**src/rtl/counter_pkg.sv**
```systemverilog
// rtl/counter_pkg.sv - shared state encoding and direction/mode constants for prog_counter
package counter_pkg;

    typedef enum logic [1:0] {
        IDLE = 2'd0,
        RUN  = 2'd1,
        DONE = 2'd2
    } state_t;

    localparam logic DIR_UP       = 1'b1;
    localparam logic DIR_DOWN     = 1'b0;
    localparam logic MODE_ONESHOT = 1'b0;
    localparam logic MODE_RELOAD  = 1'b1;

endpackage

```
**src/rtl/counter_prescaler.sv**
```systemverilog
// rtl/counter_prescaler.sv - divides enabled cycles by PRESCALE into a step tick
// The tick is combinational so the step lands on the same edge the divider wraps.
module counter_prescaler #(
    parameter int PRESCALE = 1
) (
    input  logic clock_i,
    input  logic reset_i,
    input  logic clear_i,
    input  logic enable_i,
    output logic tick_o
);

    localparam int            PW   = (PRESCALE > 1) ? $clog2(PRESCALE) : 1;
    localparam logic [PW-1:0] LAST = PW'(PRESCALE - 1);
    localparam logic [PW-1:0] ONE  = PW'(1);

    logic [PW-1:0] r_cnt;
    logic          w_last;

    assign w_last = (r_cnt == LAST);
    assign tick_o = enable_i && w_last;

    always_ff @(posedge clock_i or negedge reset_i) begin
        if (!reset_i) begin
            r_cnt <= '0;
        end else if (clear_i) begin
            r_cnt <= '0;
        end else if (enable_i) begin
            r_cnt <= w_last ? '0 : r_cnt + ONE;
        end
    end

endmodule

```
**src/rtl/prog_counter.sv**
```systemverilog
// rtl/prog_counter.sv - programmable up/down counter with one-shot and auto-reload runs
import counter_pkg::*;

module prog_counter #(
    parameter  int MAX_COUNTER_VALUE = 10,
    parameter  int PRESCALE          = 1,
    localparam int W                 = $clog2(MAX_COUNTER_VALUE + 1)
) (
    input  logic         clock_i,
    input  logic         reset_i,
    input  logic         enable_i,
    input  logic         start_i,
    input  logic         clear_i,
    input  logic         dir_i,
    input  logic         mode_i,
    input  logic         load_i,
    input  logic [W-1:0] load_val_i,
    output logic [W-1:0] counter_val_o,
    output logic         busy_o,
    output logic         finished_o,
    output logic         wrap_o
);

    localparam logic [W-1:0] MAXV = W'(MAX_COUNTER_VALUE);
    localparam logic [W-1:0] ONE  = W'(1);

    state_t       r_state, w_state_nxt;
    logic [W-1:0] r_val, w_val_nxt, w_stepped;
    logic [W-1:0] w_term, w_origin;
    logic         r_dir, w_dir_nxt;
    logic         r_mode, w_mode_nxt;
    logic         r_wrap, w_wrap_nxt;
    logic         w_psc_clear, w_psc_enable, w_tick;

    assign w_term       = (r_dir == DIR_UP) ? MAXV : '0;
    assign w_origin     = (r_dir == DIR_DOWN) ? MAXV : '0;
    assign w_stepped    = (r_dir == DIR_UP) ? r_val + ONE : r_val - ONE;
    assign w_psc_enable = enable_i && (r_state == RUN);

    counter_prescaler #(
        .PRESCALE (PRESCALE)
    ) u_prescaler (
        .clock_i  (clock_i),
        .reset_i  (reset_i),
        .clear_i  (w_psc_clear),
        .enable_i (w_psc_enable),
        .tick_o   (w_tick)
    );

    always_comb begin
        w_state_nxt = r_state;
        w_val_nxt   = r_val;
        w_dir_nxt   = r_dir;
        w_mode_nxt  = r_mode;
        w_wrap_nxt  = 1'b0;
        w_psc_clear = 1'b0;
        if (clear_i) begin
            w_state_nxt = IDLE;
            w_val_nxt   = '0;
            w_dir_nxt   = DIR_UP;
            w_mode_nxt  = MODE_ONESHOT;
            w_psc_clear = 1'b1;
        end else if (load_i && (r_state != DONE)) begin
            w_val_nxt   = (load_val_i > MAXV) ? MAXV : load_val_i;
            w_psc_clear = 1'b1;
        end else if (start_i && (r_state != RUN)) begin
            w_state_nxt = RUN;
            w_val_nxt   = (dir_i == DIR_UP) ? '0 : MAXV;
            w_dir_nxt   = dir_i;
            w_mode_nxt  = mode_i;
            w_psc_clear = 1'b1;
        end else if ((r_state == RUN) && w_tick) begin
            // A step attempted while already at the terminal value (e.g. after a load)
            // either reloads or finishes without moving the value.
            if (r_val == w_term) begin
                if (r_mode == MODE_RELOAD) begin
                    w_val_nxt  = w_origin;
                    w_wrap_nxt = 1'b1;
                end else begin
                    w_state_nxt = DONE;
                end
            end else begin
                w_val_nxt = w_stepped;
                if ((r_mode == MODE_ONESHOT) && (w_stepped == w_term)) begin
                    w_state_nxt = DONE;
                end
            end
        end
    end

    always_ff @(posedge clock_i or negedge reset_i) begin
        if (!reset_i) begin
            r_state <= IDLE;
            r_val   <= '0;
            r_dir   <= DIR_UP;
            r_mode  <= MODE_ONESHOT;
            r_wrap  <= 1'b0;
        end else begin
            r_state <= w_state_nxt;
            r_val   <= w_val_nxt;
            r_dir   <= w_dir_nxt;
            r_mode  <= w_mode_nxt;
            r_wrap  <= w_wrap_nxt;
        end
    end

    assign counter_val_o = r_val;
    assign busy_o        = (r_state == RUN);
    assign finished_o    = (r_state == DONE);
    assign wrap_o        = r_wrap;

endmodule

```
**config.mk**
```make
export PLATFORM = sky130hd
export DESIGN_NAME = prog_counter
export DESIGN_NICKNAME = d
export VERILOG_FILES = /design/src/rtl/counter_pkg.sv /design/src/rtl/counter_prescaler.sv /design/src/rtl/prog_counter.sv
export SDC_FILE = /design/constraint.sdc
export NUM_CORES = 1
export LEC_CHECK = 0
export CAP_MARGIN = 10
export CORE_MARGIN = 2
export CORE_UTILIZATION = 41
export CTS_CLUSTER_DIAMETER = 40
export DETAILED_ROUTE_END_ITERATION = 10
export GPL_TIMING_DRIVEN = 0
export HOLD_SLACK_MARGIN = 0.05
export PLACE_DENSITY = 0.74
export SYNTH_ARGS = -nofsm -noshare
export SYNTH_HDL_FRONTEND = slang
export SYNTH_SLANG_ARGS = --single-unit
```
**constraint.sdc**
```tcl
create_clock -name clock_i -period 2.2 [get_ports clock_i]
set_input_delay 0.22 -clock clock_i [delete_from_list [all_inputs] [get_ports clock_i]]
set_output_delay 0.22 -clock clock_i [all_outputs]
set_load 0.02 [all_outputs]
```
Word level (Yosys, flattened, before mapping)
Cells that the tools add are included.
{"block": "word_totals", "regBits": 10, "in_bits": 12, "output_inout_bits": 7, "elab_cells": 71}
{"block": "op_classes", "n_addsub": 3, "order_cmp": 1, "n_eq_ne": 9, "n_mux": 36, "bitwise_logic": 2, "reduce_logical": 14}
{"op": "$mux W4", "count": 11}
{"op": "$mux W1", "count": 18}
{"op": "$mux W2", "count": 7}
{"op": "$eq A4 B4 Y1", "count": 2}
{"op": "$reduce_bool A4 Y1", "count": 2}
{"op": "$logic_and A1 B1 Y1", "count": 6}
{"op": "$ne A5 B5 Y1 const B", "count": 1}
{"op": "$add A4 B1 Y4 const B", "count": 1}
{"op": "$gt A4 B4 Y1 const B", "count": 1}
{"op": "$ne A2 B2 Y1 const B", "count": 2}
{"op": "$ne A4 B4 Y1 const B", "count": 1}
{"op": "$reduce_and A2 Y1", "count": 2}
{"op": "$reduce_and A4 Y1", "count": 1}
{"op": "$reduce_bool A2 Y1", "count": 2}
{"op": "$sub A4 B1 Y4 const B", "count": 1}
{"op": "$reduce_bool A3 Y1", "count": 1}
{"op": "$eq A2 B1 Y1 const B", "count": 1}
{"op": "$eq A2 B2 Y1 const B", "count": 1}
{"op": "$ne A2 B1 Y1 const B", "count": 1}
{"op": "$not A1 Y1", "count": 2}
{"op": "$add A1 B1 Y1 const B", "count": 1}

Longest topological paths before layout
{"block": "depth", "depth_word": 10, "ltp_mapped": 7, "depth_no_buf": 7}

Modules after synthesis
Synthesis repeated with hierarchy kept, for this count alone.
{"block": "unflattened", "cells_unflattened": 88, "area_unflattened_um2": 758.2}
{"module": "prog_counter", "instances": 1, "cells_each": 87, "area_per_inst_um2": 750.7}
{"module": "counter_prescaler", "instances": 1, "cells_each": 1, "area_per_inst_um2": 7.5}

Worst setup path after synthesis
No wires, ideal clock.
{"block": "synth_path", "path_kind": "register to register", "from": "register r_val[0] (netlist: counter_val_o[0])", "to": "register r_state[0]", "arrival_ps": 2296, "t_required_ps": 2080, "setup_slack_ps": -215, "path_stages_with_launch": 8, "n_path_buf": 0, "period_less_slack_ps": 2415, "cell_sequence": "dfrtp_1 -> inv_2 -> fa_1 -> xnor2_1 -> or3_1 -> o31a_1 -> or4_1 -> and3_1"}
{"block": "synth_via", "elab_chain_len": 6, "elab_cells_between_ends": 14, "cone_classes": "2 x add/sub; 3 x eq/ne; 6 x mux; 3 x reduce/logical"}
{"item": "start, declared", "line_no": "prog_counter.sv:28", "text": "logic [W-1:0] r_val, w_val_nxt, w_stepped;"}
{"item": "start signal, assigned", "line_no": "prog_counter.sv:100", "text": "r_val <= w_val_nxt;"}
{"item": "$sub A4 B1 Y4, or another cell as far along", "line_no": "prog_counter.sv:37", "text": "assign w_stepped = (r_dir == DIR_UP) ? r_val + ONE : r_val - ONE;"}
{"item": "$mux W4 or $mux W2 (tied branches)", "line_no": "prog_counter.sv:37, prog_counter.sv:75"}
{"item": "$eq A4 B4 Y1 or $mux W2 (tied branches)", "line_no": "prog_counter.sv:84, prog_counter.sv:72"}
{"item": "$logic_and A1 B1 Y1 or $mux W2 (tied branches)", "line_no": "prog_counter.sv:84, prog_counter.sv:66"}
{"item": "$reduce_bool A4 Y1 (no source line) or $mux W2 (tied branches)"}
{"item": "$reduce_and A4 Y1 (no source line) or $mux W2 (tied branches)"}
{"item": "end signal, assigned", "line_no": "prog_counter.sv:99", "text": "r_state <= w_state_nxt;"}
{"item": "end, declared", "line_no": "prog_counter.sv:27", "text": "state_t r_state, w_state_nxt;"}
Several ways; a longest one is shown, not always the timed one. The select of a mux whose other input is x is not followed.
A chain may end at the register's enable or synchronous reset.

Final worst setup path
{"block": "layout_path", "from": "register r_dir", "to": "register r_state[0]"}
{"block": "layout_via", "elab_chain_len": 7, "elab_cells_between_ends": 13, "cone_classes": "3 x eq/ne; 7 x mux; 3 x reduce/logical"}
{"item": "start, declared", "line_no": "prog_counter.sv:30", "text": "logic r_dir, w_dir_nxt;"}
{"item": "start signal, assigned", "line_no": "prog_counter.sv:101", "text": "r_dir <= w_dir_nxt;"}
{"item": "$mux W4", "line_no": "prog_counter.sv:35", "text": "assign w_term = (r_dir == DIR_UP) ? MAXV : '0;"}
{"item": "$eq A4 B4 Y1", "line_no": "prog_counter.sv:75", "text": "if (r_val == w_term) begin"}
{"item": "$mux W2", "line_no": "prog_counter.sv:75"}
{"item": "$mux W2", "line_no": "prog_counter.sv:72", "text": "end else if ((r_state == RUN) && w_tick) begin"}
{"item": "$mux W2", "line_no": "prog_counter.sv:66", "text": "end else if (start_i && (r_state != RUN)) begin"}
{"item": "$mux W2", "line_no": "prog_counter.sv:63", "text": "end else if (load_i && (r_state != DONE)) begin"}
{"item": "$mux W2", "line_no": "prog_counter.sv:57", "text": "if (clear_i) begin"}
Several ways; a longest one is shown, not always the timed one. The select of a mux whose other input is x is not followed.

==> impl_summary.log <==
[metrics] ordered cell list for the critical path: inv_4 > ha_4 > xnor2_1 > or3_1 > o31a_1 > or4_4 > and3_4
[metrics] violations in the final reports: setup timing
[metrics] Core ar.: roughly 0.0015 mm^2
[metrics] Largest stage delay, worst path: between 0.5 and 0.6 ns
[metrics] instance count of the mapped netlist: 80
[metrics] clock edge transition at the registers on the reported setup and hold paths: roughly 0.07 ns
[metrics] LEAKAGE: 0.407 nW
[metrics] clock tree from TritonCTS: yes
[metrics] footprint of the flip-flops and latches: 229 um^2
[metrics] overall power of the completed layout: 0.581 mW
[metrics] dominant cells by area after synthesis: sky130_fd_sc_hd__dfrtp_1, sky130_fd_sc_hd__a21oi_1, sky130_fd_sc_hd__dfstp_2
[metrics] Max rail drop VDD: around 380 uV
[metrics] crit-path max FO: 5
[metrics] fraction of final layout cells with drive strength greater than 1: between 20% and 30%
[metrics] number of antenna violations at the first check in global routing: 0
[metrics] drt total wl: approximately 1.9 mm
[metrics] P per Cell Area: 573 mW/mm^2
[metrics] Filler cells: between 100 and 150
[metrics] path type of the worst setup path: reg -> reg
[metrics] number of I/O port buffers: 18
[metrics] number of vias per cell: roughly 6
[metrics] sequential area share after synthesis: approximately 33%
[metrics] Post-Synthesis Mean Instance Area: roughly 8.5 um^2
[metrics] global-route wire length before repair: 3.02 mm
[metrics] Die Span X: 44.8 um
[metrics] run status: finished, violations left
[metrics] worst slew slack as a fraction of its limit: 62.3%
[metrics] via count of the routed design: 740
[metrics] Post-CTS Hold Buffers: 0
[metrics] Detail Placement HPWL: roughly 1.3 mm
[metrics] count of boundary I/O pins: 19
[metrics] share of Yosys cell area claimed by the top area cell type: between 20% and 30%
[metrics] FMAX: between 400 and 500 MHz
[metrics] number of rows created at floorplan: 14
[metrics] post-route clock period utilization: 105%
[metrics] clock root buffer: sky130_fd_sc_hd__clkbuf_4
[metrics] post-detailed-route DRC marker count: 0
[metrics] first-pass iteration count of the detailed router: 4
[metrics] antenna cells: 0
[metrics] most common cell after layout, fill and taps aside: sky130_fd_sc_hd__clkdlybuf4s50_1
[metrics] floorplan die area: approximately 0.002 mm^2
[metrics] number of clock buffers inserted by TritonCTS: 3
[metrics] GRT Overall Usage: a little over a fifth
[metrics] CP max stage cell: sky130_fd_sc_hd__dfstp_2
[metrics] average detailed-routed wire length per instance: between 15 and 20 um
[metrics] largest buffer count on any clock path: 2
[metrics] data arrival at the endpoint of the critical path: about 2.5 ns
[metrics] number of warnings issued by yosys: 0
[metrics] crit path launch type: register
[metrics] clk_skew: 0.00428 ns
[metrics] initial cell density of the core: 44.2%
[metrics] largest area contributor in the netlist: sky130_fd_sc_hd__dfrtp_1
[metrics] final-report setup violation count: 2
[metrics] transition time at the pin with the least slew margin: between 0.5 and 0.6 ns
[metrics] CP required: about 2.4 ns
[metrics] latest clock arrival within the worst-skew pair: about 0.28 ns
[metrics] RSZ-0062 raised after global routing: true
[metrics] final critical delay including setup and external delays: approximately 2.3 ns
[metrics] count of routing violations after the opening detailed-route iteration: 14
[metrics] CTS H-tree depth: 1
[metrics] post-layout worst setup margin: -0.104 ns
[metrics] clock sinks: 9
[metrics] number of hold-slack violations in the final timing report: 0
[metrics] worst-case hold slack: between 0.2 and 0.3 ns
[metrics] most used cells in the layout excluding fill and tap cells: sky130_fd_sc_hd__clkdlybuf4s50_1, sky130_fd_sc_hd__nand2_1, sky130_fd_sc_hd__nor2_1, sky130_fd_sc_hd__dfrtp_1, sky130_fd_sc_hd__a21oi_1
[metrics] standard cell area after detailed placement: around 900 um^2
[metrics] accumulated negative setup slack: -0.149 ns
[metrics] last weighted congestion value of the routability-driven placer: about 0.9
[metrics] Synthesized Nets: 95
[metrics] summed instance area of the synthesized netlist: approximately 680 um^2
[metrics] largest net degree at the start of global routing: 10
[metrics] fin nets: 122
[metrics] die height: 44.8 um
[metrics] max-cap violation count: 0
[metrics] Post-Route Utilization: roughly two thirds
[metrics] area taken by multi-input logic gates: approximately 500 um^2
[metrics] Design Area, Final: roughly 0.0010 mm^2
[metrics] number of unique standard cell types used by synthesis: 40
[metrics] Antenna Nets Post-Route: 0
[metrics] synthesis-stage register bit count: 9
[metrics] via count of the first global-routing pass: 673
[metrics] Max Slew Vio Count: 0
[metrics] path class of the lowest-slack min-delay path: in -> async
[metrics] total congestion overflow after global routing: 0
[metrics] area added between synthesis and finish: 48.6%
[metrics] type of destination of the critical path: register
==> synth_stat cells <==
| master | count |
|---|---|
| sky130_fd_sc_hd__a211o_1 | 1 |
| sky130_fd_sc_hd__a211oi_1 | 1 |
| sky130_fd_sc_hd__a21boi_0 | 1 |
| sky130_fd_sc_hd__a21o_1 | 1 |
| sky130_fd_sc_hd__a21oi_1 | 6 |
| sky130_fd_sc_hd__a22oi_1 | 2 |
| sky130_fd_sc_hd__a311oi_1 | 1 |
| sky130_fd_sc_hd__a31oi_1 | 4 |
| sky130_fd_sc_hd__and3_1 | 3 |
| sky130_fd_sc_hd__clkbuf_1 | 1 |
| sky130_fd_sc_hd__dfrtp_1 | 8 |
| sky130_fd_sc_hd__dfstp_2 | 1 |
| sky130_fd_sc_hd__fa_1 | 1 |
| sky130_fd_sc_hd__ha_1 | 2 |
| sky130_fd_sc_hd__inv_1 | 5 |
| sky130_fd_sc_hd__inv_2 | 1 |
| sky130_fd_sc_hd__mux2i_1 | 1 |
| sky130_fd_sc_hd__nand2_1 | 6 |
| sky130_fd_sc_hd__nand2b_1 | 1 |
| sky130_fd_sc_hd__nand3_1 | 2 |
| sky130_fd_sc_hd__nand3b_1 | 1 |
| sky130_fd_sc_hd__nor2_1 | 6 |
| sky130_fd_sc_hd__nor2b_1 | 2 |
| sky130_fd_sc_hd__nor2b_4 | 1 |
| sky130_fd_sc_hd__nor3_1 | 2 |
| sky130_fd_sc_hd__nor3b_1 | 1 |
| sky130_fd_sc_hd__nor4_1 | 1 |
| sky130_fd_sc_hd__o2111ai_1 | 2 |
| sky130_fd_sc_hd__o21a_1 | 1 |
| sky130_fd_sc_hd__o21ai_0 | 4 |
| sky130_fd_sc_hd__o221ai_1 | 1 |
| sky130_fd_sc_hd__o31a_1 | 1 |
| sky130_fd_sc_hd__o31ai_1 | 1 |
| sky130_fd_sc_hd__or2b_1 | 1 |
| sky130_fd_sc_hd__or2b_2 | 1 |
| sky130_fd_sc_hd__or3_1 | 1 |
| sky130_fd_sc_hd__or3b_2 | 1 |
| sky130_fd_sc_hd__or4_1 | 1 |
| sky130_fd_sc_hd__xnor2_1 | 1 |
| sky130_fd_sc_hd__xor2_1 | 1 |
==> final timing paths <==
check,from,end,slack (ns),depth (start not counted)
max,r_dir,r_state[0],-0.10,7
min,reset_i,counter_val_o[2],0.25,1
max reg2reg,r_dir,r_state[0],-0.10,7
min reg2reg,counter_val_o[1],counter_val_o[1],0.59,2
max in group asynchronous,reset_i,r_dir,1.61,1
min in group clock_i,clear_i,r_mode,0.52,2
==> final cells by class <==
type	instances	area share, %
buffer	1	0.370
clock buffer	4	2.59
inverter	6	2.47
multi-input combinational	64	49.3
sequential	9	22.6
tap	16	1.98
timing repair buffer	22	20.7
==> registers in the layout (all words and copies together) (netlist names) <==
| name | flops |
|---|---|
| counter_val_o | 4 |
| r_state | 2 |
| wrap_o | 1 |
| r_mode | 1 |
| r_dir | 1 |
==> layer usage <==
layer / share of wire, % / track usage (%)
met4: 2.0 / 10.6
met1: 47 / 26.8
met3: 3.5 / 3.60
met5: 0 / 0
met2: 47 / 34.8
==> cells by family (layout without fill, tap and decap cells) <==
family          after synthesis  count (layout)  synth area share (%)
xor+xnor                      2               2                  2.57
flops                         9               9                  33.2
simple gates                 31              31                  25.9
mux                           1               1                  1.47
buf+inv                       7              33                  3.85
fa+ha+maj                     3               3                  6.61
compound gates               27              27                  26.4
==> per-stage QoR <==
| stage | cells | worst slack (ns) |
|---|---|---|
| 2_1_floorplan | 80 | -0.0942 |
| 3_3_place_gp | 114 | -0.265 |
| 3_5_place_dp | 114 | -0.260 |
| 4_1_cts | 121 | -0.0948 |
| 5_1_grt | 122 | -0.167 |
| 6_report | 122 | -0.104 |
==> report_power, final <==
| group | internal, mW | switching [mW] |
|---|---|---|
| Sequential | 0.181 | 0.0173 |
| Combinational | 0.124 | 0.121 |
| Clock | 0.0704 | 0.0674 |
==> critical path: cells and delay by family (launching register included) <==
family,cells,cell delay (ns)
AOI/OAI and AO/OA,1,0.25
xor gates and xnor gates,1,0.08
adders and majority gates,1,0.29
buffers and inverters,1,0.07
DFF,1,0.57
and+or+nand+nor,3,0.93
==> repair_timing <==
item,in CTS,in global routing
setup endpoints to repair,6,6
setup buffers,3,1
resized for setup,10,1
pin swaps,1,0
Power figures use the tool's default switching activity.
